**src/rtl/sync_fifo_param.sv**
```systemverilog
// Single-clock parametrised FIFO with occupancy count, almost flags,
// sticky overflow/underflow errors and selectable standard or FWFT read port.
module sync_fifo_param #(
  parameter int DATA_WIDTH = 16,
  parameter int ADDR_WIDTH = 4,
  parameter int AF_THRESH  = 14,
  parameter int AE_THRESH  = 2,
  parameter int FWFT       = 0
) (
  input  logic                  clk,
  input  logic                  rst_n,
  input  logic [DATA_WIDTH-1:0] wrt_data,
  input  logic                  wrt_en,
  input  logic                  rd_en,
  input  logic                  clr_err,
  output logic [DATA_WIDTH-1:0] rd_data,
  output logic                  rd_valid,
  output logic                  full,
  output logic                  empty,
  output logic                  almost_full,
  output logic                  almost_empty,
  output logic [ADDR_WIDTH:0]   count,
  output logic                  overflow,
  output logic                  underflow
);

  localparam int DEPTH = 1 << ADDR_WIDTH;
  localparam int PW    = ADDR_WIDTH + 1;

  logic [DATA_WIDTH-1:0] mem [DEPTH];

  logic [PW-1:0] wptr_q, wptr_d;
  logic [PW-1:0] rptr_q, rptr_d;
  logic [PW-1:0] count_q, count_d;
  logic          full_q, full_d;
  logic          empty_q, empty_d;
  logic          af_q, af_d;
  logic          ae_q, ae_d;
  logic          overflow_q, overflow_d;
  logic          underflow_q, underflow_d;

  logic                  wr_acc;
  logic                  rd_acc;
  logic [ADDR_WIDTH-1:0] waddr;
  logic [ADDR_WIDTH-1:0] raddr;

  // Acceptance uses the registered (pre-edge) flags, so a full FIFO never writes
  // through even when a read frees a slot in the same cycle.
  assign wr_acc = wrt_en && !full_q;
  assign rd_acc = rd_en && !empty_q;
  assign waddr  = wptr_q[ADDR_WIDTH-1:0];
  assign raddr  = rptr_q[ADDR_WIDTH-1:0];

  // NOTE: every variable gets a default at the top of always_comb, so no latch can be inferred.
  always_comb begin
    wptr_d      = wptr_q + PW'(wr_acc);
    rptr_d      = rptr_q + PW'(rd_acc);
    count_d     = count_q + PW'(wr_acc) - PW'(rd_acc);
    full_d      = (count_d == PW'(DEPTH));
    empty_d     = (count_d == '0);
    af_d        = (count_d >= PW'(AF_THRESH));
    ae_d        = (count_d <= PW'(AE_THRESH));
    overflow_d  = (overflow_q  && !clr_err) || (wrt_en && full_q);
    underflow_d = (underflow_q && !clr_err) || (rd_en && empty_q);
  end

  // NOTE: sequential state uses non-blocking assignments only, so every flop samples pre-edge values.
  always_ff @(posedge clk or negedge rst_n) begin
    if (!rst_n) begin
      wptr_q      <= '0;
      rptr_q      <= '0;
      count_q     <= '0;
      full_q      <= 1'b0;
      empty_q     <= 1'b1;
      af_q        <= 1'b0;
      ae_q        <= 1'b1;
      overflow_q  <= 1'b0;
      underflow_q <= 1'b0;
    end else begin
      wptr_q      <= wptr_d;
      rptr_q      <= rptr_d;
      count_q     <= count_d;
      full_q      <= full_d;
      empty_q     <= empty_d;
      af_q        <= af_d;
      ae_q        <= ae_d;
      overflow_q  <= overflow_d;
      underflow_q <= underflow_d;
    end
  end

  // NOTE: storage has no reset; stale contents are unreachable once the pointers are cleared.
  always_ff @(posedge clk) begin
    if (wr_acc) mem[waddr] <= wrt_data;
  end

  generate
    if (FWFT != 0) begin : g_fwft
      // Head word is presented combinationally; forced to zero while empty so
      // reset and idle show a clean bus.
      assign rd_data  = empty_q ? '0 : mem[raddr];
      assign rd_valid = !empty_q;
    end else begin : g_std
      logic [DATA_WIDTH-1:0] rd_data_q, rd_data_d;
      logic                  rd_valid_q, rd_valid_d;

      always_comb begin
        rd_data_d  = rd_acc ? mem[raddr] : rd_data_q;
        rd_valid_d = rd_acc;
      end

      always_ff @(posedge clk or negedge rst_n) begin
        if (!rst_n) begin
          rd_data_q  <= '0;
          rd_valid_q <= 1'b0;
        end else begin
          rd_data_q  <= rd_data_d;
          rd_valid_q <= rd_valid_d;
        end
      end

      assign rd_data  = rd_data_q;
      assign rd_valid = rd_valid_q;
    end
  endgenerate

  assign full         = full_q;
  assign empty        = empty_q;
  assign almost_full  = af_q;
  assign almost_empty = ae_q;
  assign count        = count_q;
  assign overflow     = overflow_q;
  assign underflow    = underflow_q;

endmodule

```
**config.mk**
```make
export PLATFORM = sky130hd
export DESIGN_NAME = sync_fifo_param
export DESIGN_NICKNAME = d
export VERILOG_FILES = /design/src/rtl/sync_fifo_param.sv
export SDC_FILE = /design/constraint.sdc
export NUM_CORES = 1
export LEC_CHECK = 0
export BUFFER_PORTS_ARGS = -buffer_cell sky130_fd_sc_hd__buf_2
export CAP_MARGIN = 25
export CORE_MARGIN = 2
export CORE_UTILIZATION = 51
export CTS_CLUSTER_SIZE = 14
export DETAILED_ROUTE_END_ITERATION = 12
export GPL_TIMING_DRIVEN = 0
export HOLD_SLACK_MARGIN = 0.05
export PLACE_DENSITY = 0.65
export SYNTH_ARGS = -nofsm -noshare
export SYNTH_HDL_FRONTEND = slang
export SYNTH_SLANG_ARGS = --single-unit
export TNS_END_PERCENT = 100
```
**constraint.sdc**
```tcl
create_clock -name clk -period 5.45 [get_ports clk]
set_clock_uncertainty 0.15 [all_clocks]
set_input_delay 0.2725 -clock clk [delete_from_list [all_inputs] [get_ports clk]]
set_output_delay 0.2725 -clock clk [all_outputs]
set_load 0.02 [all_outputs]
```
==> flow_summary.toml, run 1 <==
[timing]
relSlewSlack_pct = 35.6
tightest_slew_ns = 0.961
fin_tns_setup_ns = 0
setup_viol = 0
rsz0062_at_grt = "no"
period_share_pct = 59.7
slew_violations = 0
fin_crit_ns = 3.25
hold_viol = 0
clock.fmax_mhz = 307

[drt]
dr.pass1.iters = 5
route.met2.wl_mm = 12.3
via_per_inst = 5.73
num_vias = 6237
wl_met1_mm = 10.7
route.top_layer_used = "met4"
wl_mm = 25.1
drtAntennaViolNets = 0
drt_iter0_drc = 483
post_drt_wl_per_cell_um = 23.1
wl_met3_mm = 1.43
drc_errors = 0

[setup_path]
path_buf_inv = 2
rr_startpoint = "empty"
path_depth = 9
r2r_cells = 9
worstPathRequired_ns = 5.72
endpoint = "full"
worst_path_most_repeated_cell = "nand2_1"
startpoint = "empty"
path_max_fanout = 10
rrSetupSlack_ns = 2.20
critPathTopFamily = "simple AND/OR/NAND/NOR gates"
crit_slowest_cell = "dfstp_2"
crit_type = "reg2reg"
critPathMaxStageDelay_ns = 0.53
crit_chain = "nand2b_1 -> buf_2 -> clkbuf_1 -> nand2_1 -> nand2_1 -> ha_1 -> fa_1 -> or3_1 -> nor3b_1"
r2r-end = "full"
crit_arrival_ns = 3.52
end_kind = "flip-flop"
startpoint_type = "flip-flop"

[power]
p_int_mw = 4.85
pwr-share-seq_pct = 40.5
leakage_nw = 4.95
p_per_area_nw_per_um2 = 544
p_sw_share_pct = 33.3
combPwrFrac_pct = 33.0
switchingPower_mw = 2.43
pwr-share-clk_pct = 26.5
peakVddDrop_mv = 0.289
power_mw = 7.28

[logic_synthesis]
synth-compound-area-share_pct = 3.71
yosys.area_share.xor_xnor_pct = 0.823
syn_inst = 675
ys_warn_count = 0
seq_area_frac_synth_pct = 75.4
synth-seq-cells = 292
async_flop_share_pct = 12.3
synth-simple-area-share_pct = 5.70
synth_nets = 704
synthFlopType = "edfxtp_1"
yosysUniqueCellTypes = 35
avgSynthCellArea_um2 = 16.9
synth_fa_ha_area_share_pct = 0.944
syn_area_um2 = 11400
synth-edff-count = 256
synthMuxAreaShare_pct = 11.2
synth_top_family_by_area = "multiplexers"

[place]
gp_congestion = 0.813
port-buffer-count = 48
placed_area_um2 = 12300
hpwl_mm = 16.8

[cts]
clk_pin_slew_ns = 0.06
cts_resized = 0
clk_path_buf_depth = 3
cts-hold-fix-buffers = 20
cts_setup_buffers = 0
cts_tree = "done"
cts.sinks = 292
cts_buffers = 29
cts.htree.levels = 1
clock_latency_ns = 0.54
cts_root_buffer = "clkbuf_16"

[floorplan]
start_util_pct = 52.1
num_rows = 54
die-area_um2 = 23600
die_h_um = 154
coreArea_um2 = 21900
die_x_um = 154
num_io_pins = 49

[global_routing]
grt_pass1_vias = 6363
grt_antenna_before_repair = 0
grt_max_degree = 37
gr-usage-all-layers_pct = 21.4
grt_pass1_wl_mm = 37.7
grt_overflow_total = 0

[hold_path]
hold_path_class = "in2reg"

[cells_and_area]
final_core_util_pct = 61.1
antennaDiodeCount = 0
drive_gt1_share_pct = 18.8
syn2layout_area_growth_pct = 17.4
final_area_um2 = 13400
nets = 819

[status]
outcome = "completed"

[job]
maxCapViolCount = 0
state kept, by name, indices dropped and copies added, names as in the netlist:
register / count
rptr_q: 4
count: 5
empty: 1
almost_empty: 1
mem: 256
underflow: 1
rd_valid: 1
full: 1
wptr_q: 4
almost_full: 1
overflow: 1
rd_data: 16
routing by layer:
layer / vias to the layer above / GRT usage [%]
met4: 0 / 6.29
met5: - / 0
met1: 3150 / 29.7
met3: 52 / 2.96
li1: 2831 / -
met2: 204 / 35.9
worst reg2reg max path, cell delays in order (launching register included):
cell	delay, ns
dfstp_2	0.53
nand2b_1	0.13
buf_2	0.29
clkbuf_1	0.45
nand2_1	0.11
nand2_1	0.10
ha_1	0.20
fa_1	0.52
or3_1	0.42
nor3b_1	0.27
stage by stage:
step	hold slack [ns]	instances	setup slack (ns)
after global routing	0.113	1088	1.99
after detailed placement	0.270	1019	2.21
after CTS	0.0886	1088	2.19
after global placement	0.252	1003	1.89
final	0.108	1088	2.20
after floorplan	-0.173	675	2.66
area by class of cell:
type | count | area, um^2
plain buffers | 36 | 228
inverters | 7 | 26.3
well taps | 280 | 350
multi-input cells | 340 | 2610
flip-flops and latches | 292 | 8590
clock inverters | 13 | 160
clock buffers | 36 | 752
repair buffers | 84 | 666
fillers | 1635 | 8510
how the worst min path moves through the flow:
stage | slack [ns] | end | cells past startpoint | startpoint
2_1_floorplan | -0.17 | almost_full | 0 | rst_n
3_3_place_gp | 0.25 | count[2] | 1 | rst_n
3_5_place_dp | 0.27 | count[2] | 1 | rst_n
4_1_cts | 0.09 | wptr_q[0] | 4 | wrt_en
5_1_grt | 0.11 | wptr_q[0] | 4 | wrt_en
6_report | 0.11 | wptr_q[0] | 4 | wrt_en
logic make-up (layout without fill, tap and decap cells):
kind of cell	count (synthesis)	in the layout
multiplexers	128	128
adder cells (fa/ha/maj)	8	8
flip-flops	292	292
XOR/XNOR	9	9
buffers and inverters	43	176
AO/OA/AOI/OAI	56	56
AND/OR/NAND/NOR	139	139
power groups by stage:
stage               sequential (mW)  combinational (mW)  clock, mW
detailed placement             2.99                2.39          0
CTS                            2.95                2.42       1.95
floorplan                      3.09                1.48          0
global placement               2.98                2.25          0
global route                   2.98                2.58       2.05
finish                         2.95                2.40       1.93
cell usage after synthesis, drive strengths merged, types with 3 or more instances:
cell / n / area, um^2
edfxtp: 256 / 7690
mux2i: 128 / 1280
nand2: 55 / 206
a22oi: 48 / 360
nand3: 35 / 175
dfrtp: 34 / 851
buf: 27 / 190
nand4: 16 / 100
nor2: 15 / 58.8
clkbuf: 9 / 37.5
ha: 7 / 87.6
inv: 7 / 26.3
xnor2: 6 / 67.6
nor3: 5 / 25.0
nand2b: 4 / 25.0
and2: 3 / 18.8
xor2: 3 / 26.3
cell usage in the layout, fill, tap and decap left out, types with 2 or more instances in the layout:
| cell type | instances |
|---|---|
| edfxtp_1 | 256 |
| mux2i_1 | 128 |
| buf_2 | 62 |
| nand2_1 | 55 |
| a22oi_1 | 48 |
| nand3_1 | 35 |
| dfrtp_1 | 34 |
| clkbuf_16 | 29 |
| dlygate4sd3_1 | 20 |
| nand4_1 | 16 |
| clkbuf_1 | 15 |
| nor2_2 | 13 |
| buf_8 | 13 |
| buf_6 | 8 |
| buf_4 | 8 |
| ha_1 | 7 |
| inv_1 | 6 |
| clkinv_1 | 6 |
| nand2b_1 | 4 |
| xnor2_1 | 4 |
| nor3_2 | 4 |
| bufinv_16 | 4 |
| xor2_1 | 3 |
| and2_1 | 3 |
| a21o_1 | 2 |
| xnor2_2 | 2 |
| nor2_1 | 2 |
| or3_1 | 2 |
| o21ai_0 | 2 |
| nor2b_1 | 2 |
| dfstp_2 | 2 |
| clkinv_2 | 2 |
Note: power is estimated with default switching activity, not from simulation.
==> inputs of run 2 (changes only) <==
--- a/config.mk
+++ b/config.mk
@@ -13,7 +13,7 @@
 export DETAILED_ROUTE_END_ITERATION = 12
 export GPL_TIMING_DRIVEN = 0
 export HOLD_SLACK_MARGIN = 0.05
-export PLACE_DENSITY = 0.65
+export PLACE_DENSITY = 0.68
 export SYNTH_ARGS = -nofsm -noshare
 export SYNTH_HDL_FRONTEND = slang
 export SYNTH_SLANG_ARGS = --single-unit
==> constraint.sdc (replaced) <==
create_clock -name clk -period 2.61 [get_ports clk]
set_clock_uncertainty 0.15 [all_clocks]
set_input_delay 0.1305 -clock clk [delete_from_list [all_inputs] [get_ports clk]]
set_output_delay 0.1305 -clock clk [all_outputs]
set_load 0.02 [all_outputs]
==> run 2 against run 1 <==
Against the previous run: sequential power increased by 110%; die area unchanged; worst hold slack improved by 0.013 ns; sequential share of layout area about the same; combinational power increased by 120%; non-clock buffer count increased by 2; critical path depth decreased by 1; global-route usage about the same; final area about the same; register-to-register slack got worse by 2.1 ns; critical path type unchanged; highest routed layer unchanged.
==> flow_summary.toml, run 2 (synthesis results as in run 1) <==
[status]
outcome = "completed"

[floorplan]
die_x_um = 154
num_rows = 54
coreArea_um2 = 21900
die_h_um = 154
die-area_um2 = 23600
num_io_pins = 49
start_util_pct = 52.1

[global_routing]
gr-usage-met1_pct = 30.1
grt_pass1_wl_mm = 38.4
use_met2_pct = 35.4
grt_pass1_vias = 6510
grt_overflow_total = 0
top_usage_layer = "met2"
grt_max_degree = 37
gr-usage-all-layers_pct = 21.4
grt_antenna_before_repair = 0
grt_use_met3_pct = 3.38

[place]
gp_congestion = 0.848
port-buffer-count = 48
place_ws_ns = -0.183
hpwl_mm = 16.3

[drt]
wl_mm = 24.9
drt_iter0_drc = 554
post_drt_wl_per_cell_um = 22.7
drtAntennaViolNets = 0
drc_errors = 0
num_vias = 6270
dr.pass1.iters = 5
via_per_inst = 5.73

[cts]
cts_buffers = 29
cts.htree.levels = 1
clk_pin_slew_ns = 0.06
clock_latency_ns = 0.54
cts_tree = "done"
cts.sinks = 292
clk_path_buf_depth = 3
cts_root_buffer = "clkbuf_16"

[cells_and_area]
final_core_util_pct = 61.2
final_common_cell = "edfxtp_1"
drive_gt1_share_pct = 19.8
largest_register_ffs = 256
regMostFlops = "mem"
antennaDiodeCount = 0
syn2layout_area_growth_pct = 17.4
mostFrequentLayoutCells = "256 x edfxtp_1, 128 x mux2i_1, 61 x buf_2"
nets = 821

[timing]
worst_slack_ns = 0.111
fin_tns_setup_ns = 0
finalHoldWorstSlack_ns = 0.121
tightest_slew_ns = 0.993
fin_crit_ns = 2.50
hold_viol = 0
rsz0062_at_grt = "yes"
relSlewSlack_pct = 33.6
slew_violations = 0
period_share_pct = 95.7
clock.fmax_mhz = 400
setup_viol = 0

[power]
p_per_area_nw_per_um2 = 1120
power_mw = 15.1
leakage_nw = 4.95
peakVddDrop_mv = 0.522

[setup_path]
crit_type = "reg2reg"
crit_arrival_ns = 2.81
worstPathRequired_ns = 2.92
end_kind = "flip-flop"
path_max_fanout = 19
startpoint_type = "flip-flop"

[hold_path]
hold_path_class = "in2async"

[job]
maxCapViolCount = 0
==> run 2: cell count changes in the layout (fill, tap and decap cells not counted), moves of 2 or more <==
cell	change
bufinv_16	-4
nand2b_1	-2
nor3_4	+3
clkinv_2	+3
buf_6	+2
clkbuf_1	+5
nor3_2	-2
==> run 2: per-stage QoR <==
| stage | instances | area (um^2) |
|---|---|---|
| after CTS | 1092 | 13300 |
| after global placement | 1003 | 12000 |
| after global routing | 1094 | 13400 |
| final | 1094 | 13400 |
| after detailed placement | 1019 | 12300 |
| after floorplan | 675 | 11400 |
==> run 2: metal layers <==
metal | vias to the layer above | routed length (um)
li1 | 2841 | -
met4 | 0 | 488
met2 | 214 | 12100
met5 | - | 0
met3 | 39 | 1820
met1 | 3176 | 10500
==> run 2: timing repair <==
item	in CTS	in global routing
pin swaps	0	6
endpoints found under the hold margin	315	0
buffers inserted	0	2
gates resized for setup	4	10
hold buffers	21	0
endpoints found under the setup margin	4	6
==> run 2: worst paths after layout <==
check | start | end | slack [ns] | depth (start not counted)
min in group clk | clr_err | underflow | 0.19 | 3
min reg2reg | rd_data[15] | rd_data[15] | 0.33 | 2
min | rst_n | rd_data[7] | 0.12 | 2
max | empty | full | 0.11 | 8
max in group asynchronous | rst_n | rd_data[0] | 1.64 | 2
max reg2reg | empty | full | 0.11 | 8
==> run 2: final cells by class <==
type | count | area, um^2
fillers | 1638 | 8500
plain buffers | 35 | 239
multi-input cells | 340 | 2660
flip-flops and latches | 292 | 8590
clock inverters | 11 | 52.6
clock buffers | 42 | 774
repair buffers | 87 | 691
inverters | 7 | 28.8
well taps | 280 | 350
==> run 2: where the power goes <==
group	total (mW)	switching (mW)	internal, mW
Sequential	6.16	0.315	5.85
Combinational	5.22	3.23	1.99
Clock	3.68	1.63	2.05
==> run 2: critical path, cell delays in order, from the launching register on <==
cell      delay, ns
dfstp_2        0.53
nand2b_4       0.15
buf_12         0.16
nand2_1        0.07
nand2_1        0.07
ha_2           0.18
fa_2           0.48
or3_4          0.44
nor3b_2        0.17
==> inputs of run 3 (changes only) <==
--- a/config.mk
+++ b/config.mk
@@ -13,7 +13,7 @@
 export DETAILED_ROUTE_END_ITERATION = 12
 export GPL_TIMING_DRIVEN = 0
 export HOLD_SLACK_MARGIN = 0.05
-export PLACE_DENSITY = 0.68
+export PLACE_DENSITY = 0.65
 export SYNTH_ARGS = -nofsm -noshare
 export SYNTH_HDL_FRONTEND = slang
 export SYNTH_SLANG_ARGS = --single-unit
==> constraint.sdc (replaced) <==
create_clock -name clk -period 2.8 [get_ports clk]
set_clock_uncertainty 0.15 [all_clocks]
set_input_delay 0.14 -clock clk [delete_from_list [all_inputs] [get_ports clk]]
set_output_delay 0.14 -clock clk [all_outputs]
set_load 0.02 [all_outputs]
==> run 3 against run 2 <==
Against the previous run: final area rose by 0.26%; routed wire length rose by 1.3%; cell count fell by 0.55%; non-clock buffer count fell by 2; sequential power fell by 6.8%; combinational power fell by 8.0%; critical path depth did not move; register-to-register slack barely moved.
==> flow_summary.toml, run 3 (synthesis results as in run 1) <==
[status]
outcome = "completed"

[floorplan]
die_x_um = 154
num_rows = 54
start_util_pct = 52.1
die-area_um2 = 23600
coreArea_um2 = 21900
num_io_pins = 49
die_h_um = 154

[cts]
cts_buffers = 29
cts.htree.levels = 1
cts_setup_buffers = 0
clk_pin_slew_ns = 0.06
cts_root_buffer = "clkbuf_16"
cts_tree = "done"
clock_latency_ns = 0.54
clk_path_buf_depth = 3
cts.sinks = 292

[cells_and_area]
nets = 819
largest_register_ffs = 256
syn2layout_area_growth_pct = 17.7
final_common_cell = "edfxtp_1"
drive_gt1_share_pct = 19.4
final_area_um2 = 13400
final_core_util_pct = 61.3
fillers = 1627
mostFrequentLayoutCells = "256 x edfxtp_1, 128 x mux2i_1, 61 x buf_2"
regMostFlops = "mem"
antennaDiodeCount = 0

[power]
leakage_nw = 4.96
peakVddDrop_mv = 0.563
p_per_area_nw_per_um2 = 1070

[global_routing]
grt_pass1_wl_mm = 37.8
gr-usage-all-layers_pct = 21.4
grt_pass1_vias = 6375
grt_max_degree = 37
grt_antenna_before_repair = 0
grt_overflow_total = 0

[drt]
num_vias = 6241
drt_iter0_drc = 510
dr.pass1.iters = 5
drtAntennaViolNets = 0
post_drt_wl_per_cell_um = 23.2
via_per_inst = 5.74
drc_errors = 0
wl_mm = 25.2

[setup_path]
crit_type = "reg2reg"
crit_arrival_ns = 2.98
crit_chain = "nand2b_1 -> buf_6 -> nand2_1 -> nand2_1 -> ha_1 -> fa_2 -> or3_4 -> nor3b_2"
worst_path_most_repeated_cell = "nand2_1"
critPathMaxStageDelay_ns = 0.53
path_max_fanout = 19
path_buf_inv = 1
end_kind = "flip-flop"
crit_slowest_cell = "dfstp_2"
critPathTopFamily = "simple AND/OR/NAND/NOR gates"
startpoint_type = "flip-flop"
worstPathRequired_ns = 3.08

[timing]
clock.fmax_mhz = 370
fin_crit_ns = 2.70
slew_violations = 0
hold_viol = 0
tightest_slew_ns = 0.995
finalHoldWorstSlack_ns = 0.0898
setup_viol = 0
period_share_pct = 96.6
relSlewSlack_pct = 33.3

[hold_path]
hold_path_class = "in2async"

[place]
port-buffer-count = 48
placed_area_um2 = 12300
hpwl_mm = 16.8
gp_congestion = 0.813

[job]
maxCapViolCount = 0
run 3: cell types whose count changed in the layout (fill, tap and decap cells not counted), sizes merged:
cell,delta
buf,-2
bufinv,+4
clkbuf,-6
clkinv,-2
clkinvlp,+1
inv,-1
run 3: worst reg2reg max path: cells and delay by family, from the launching register on:
| kind | cells | cell delay, ns |
|---|---|---|
| AND/OR/NAND/NOR | 5 | 0.99 |
| buffers and inverters | 1 | 0.22 |
| adder cells (fa/ha/maj) | 2 | 0.71 |
| flip-flops | 1 | 0.53 |
run 3: final cells by class:
class	count	area (um^2)	share of cell area, %
clock inverter	13	160	1.19
inverter	7	26.3	0.196
tap	280	350	2.61
sequential	292	8590	64.0
multi-input combinational	340	2640	19.6
timing repair buffer	85	676	5.03
clock buffer	36	752	5.60
buffer	35	230	1.72
run 3: path summary, 6_finish.rpt:
check                           startpoint         end  slack (ns)  depth (start not counted)
min in group clk                   clr_err   underflow        0.23                          3
worst max register to register       empty        full         0.1                          8
worst min register to register  rd_data[3]  rd_data[3]        0.33                          2
max in group asynchronous            rst_n  rd_data[1]        1.85                          2
worst max-delay path                 empty        full         0.1                          8
worst min-delay path                 rst_n    count[2]        0.09                          2
run 3: layer usage:
| metal | vias to the layer above | track usage, % | share of wire [%] |
|---|---|---|---|
| met4 | 0 | 5.94 | 2.6 |
| met1 | 3172 | 30.0 | 43 |
| met2 | 191 | 35.9 | 49 |
| li1 | 2831 | - | - |
| met5 | - | 0 | 0 |
| met3 | 47 | 2.79 | 5.3 |
run 3: stage by stage:
step / instances / total power [mW] / TNS [ns] / setup WS (ns)
2_1_floorplan: 675 / 8.89 / 0 / 0.00823
6_report: 1088 / 14.3 / 0 / 0.0966
3_3_place_gp: 1003 / 10.2 / -48.05 / -0.757
5_1_grt: 1088 / 15.0 / -0.0161 / -0.0120
3_5_place_dp: 1019 / 10.5 / -1.12 / -0.445
4_1_cts: 1088 / 14.2 / 0 / 0.0285
run 3: power breakdown:
group	switching [mW]	internal, mW
Combinational	3.00	1.80
Sequential	0.290	5.45
Clock	1.51	2.25
run 3: repair_timing:
item                                    4_1_cts  5_1_grt
gates cloned                                  0        0
gates resized for setup                       1        7
hold buffers                                 21        0
endpoints found under the hold margin       314        0
endpoints found under the setup margin        4        3
pin swaps                                     0        1
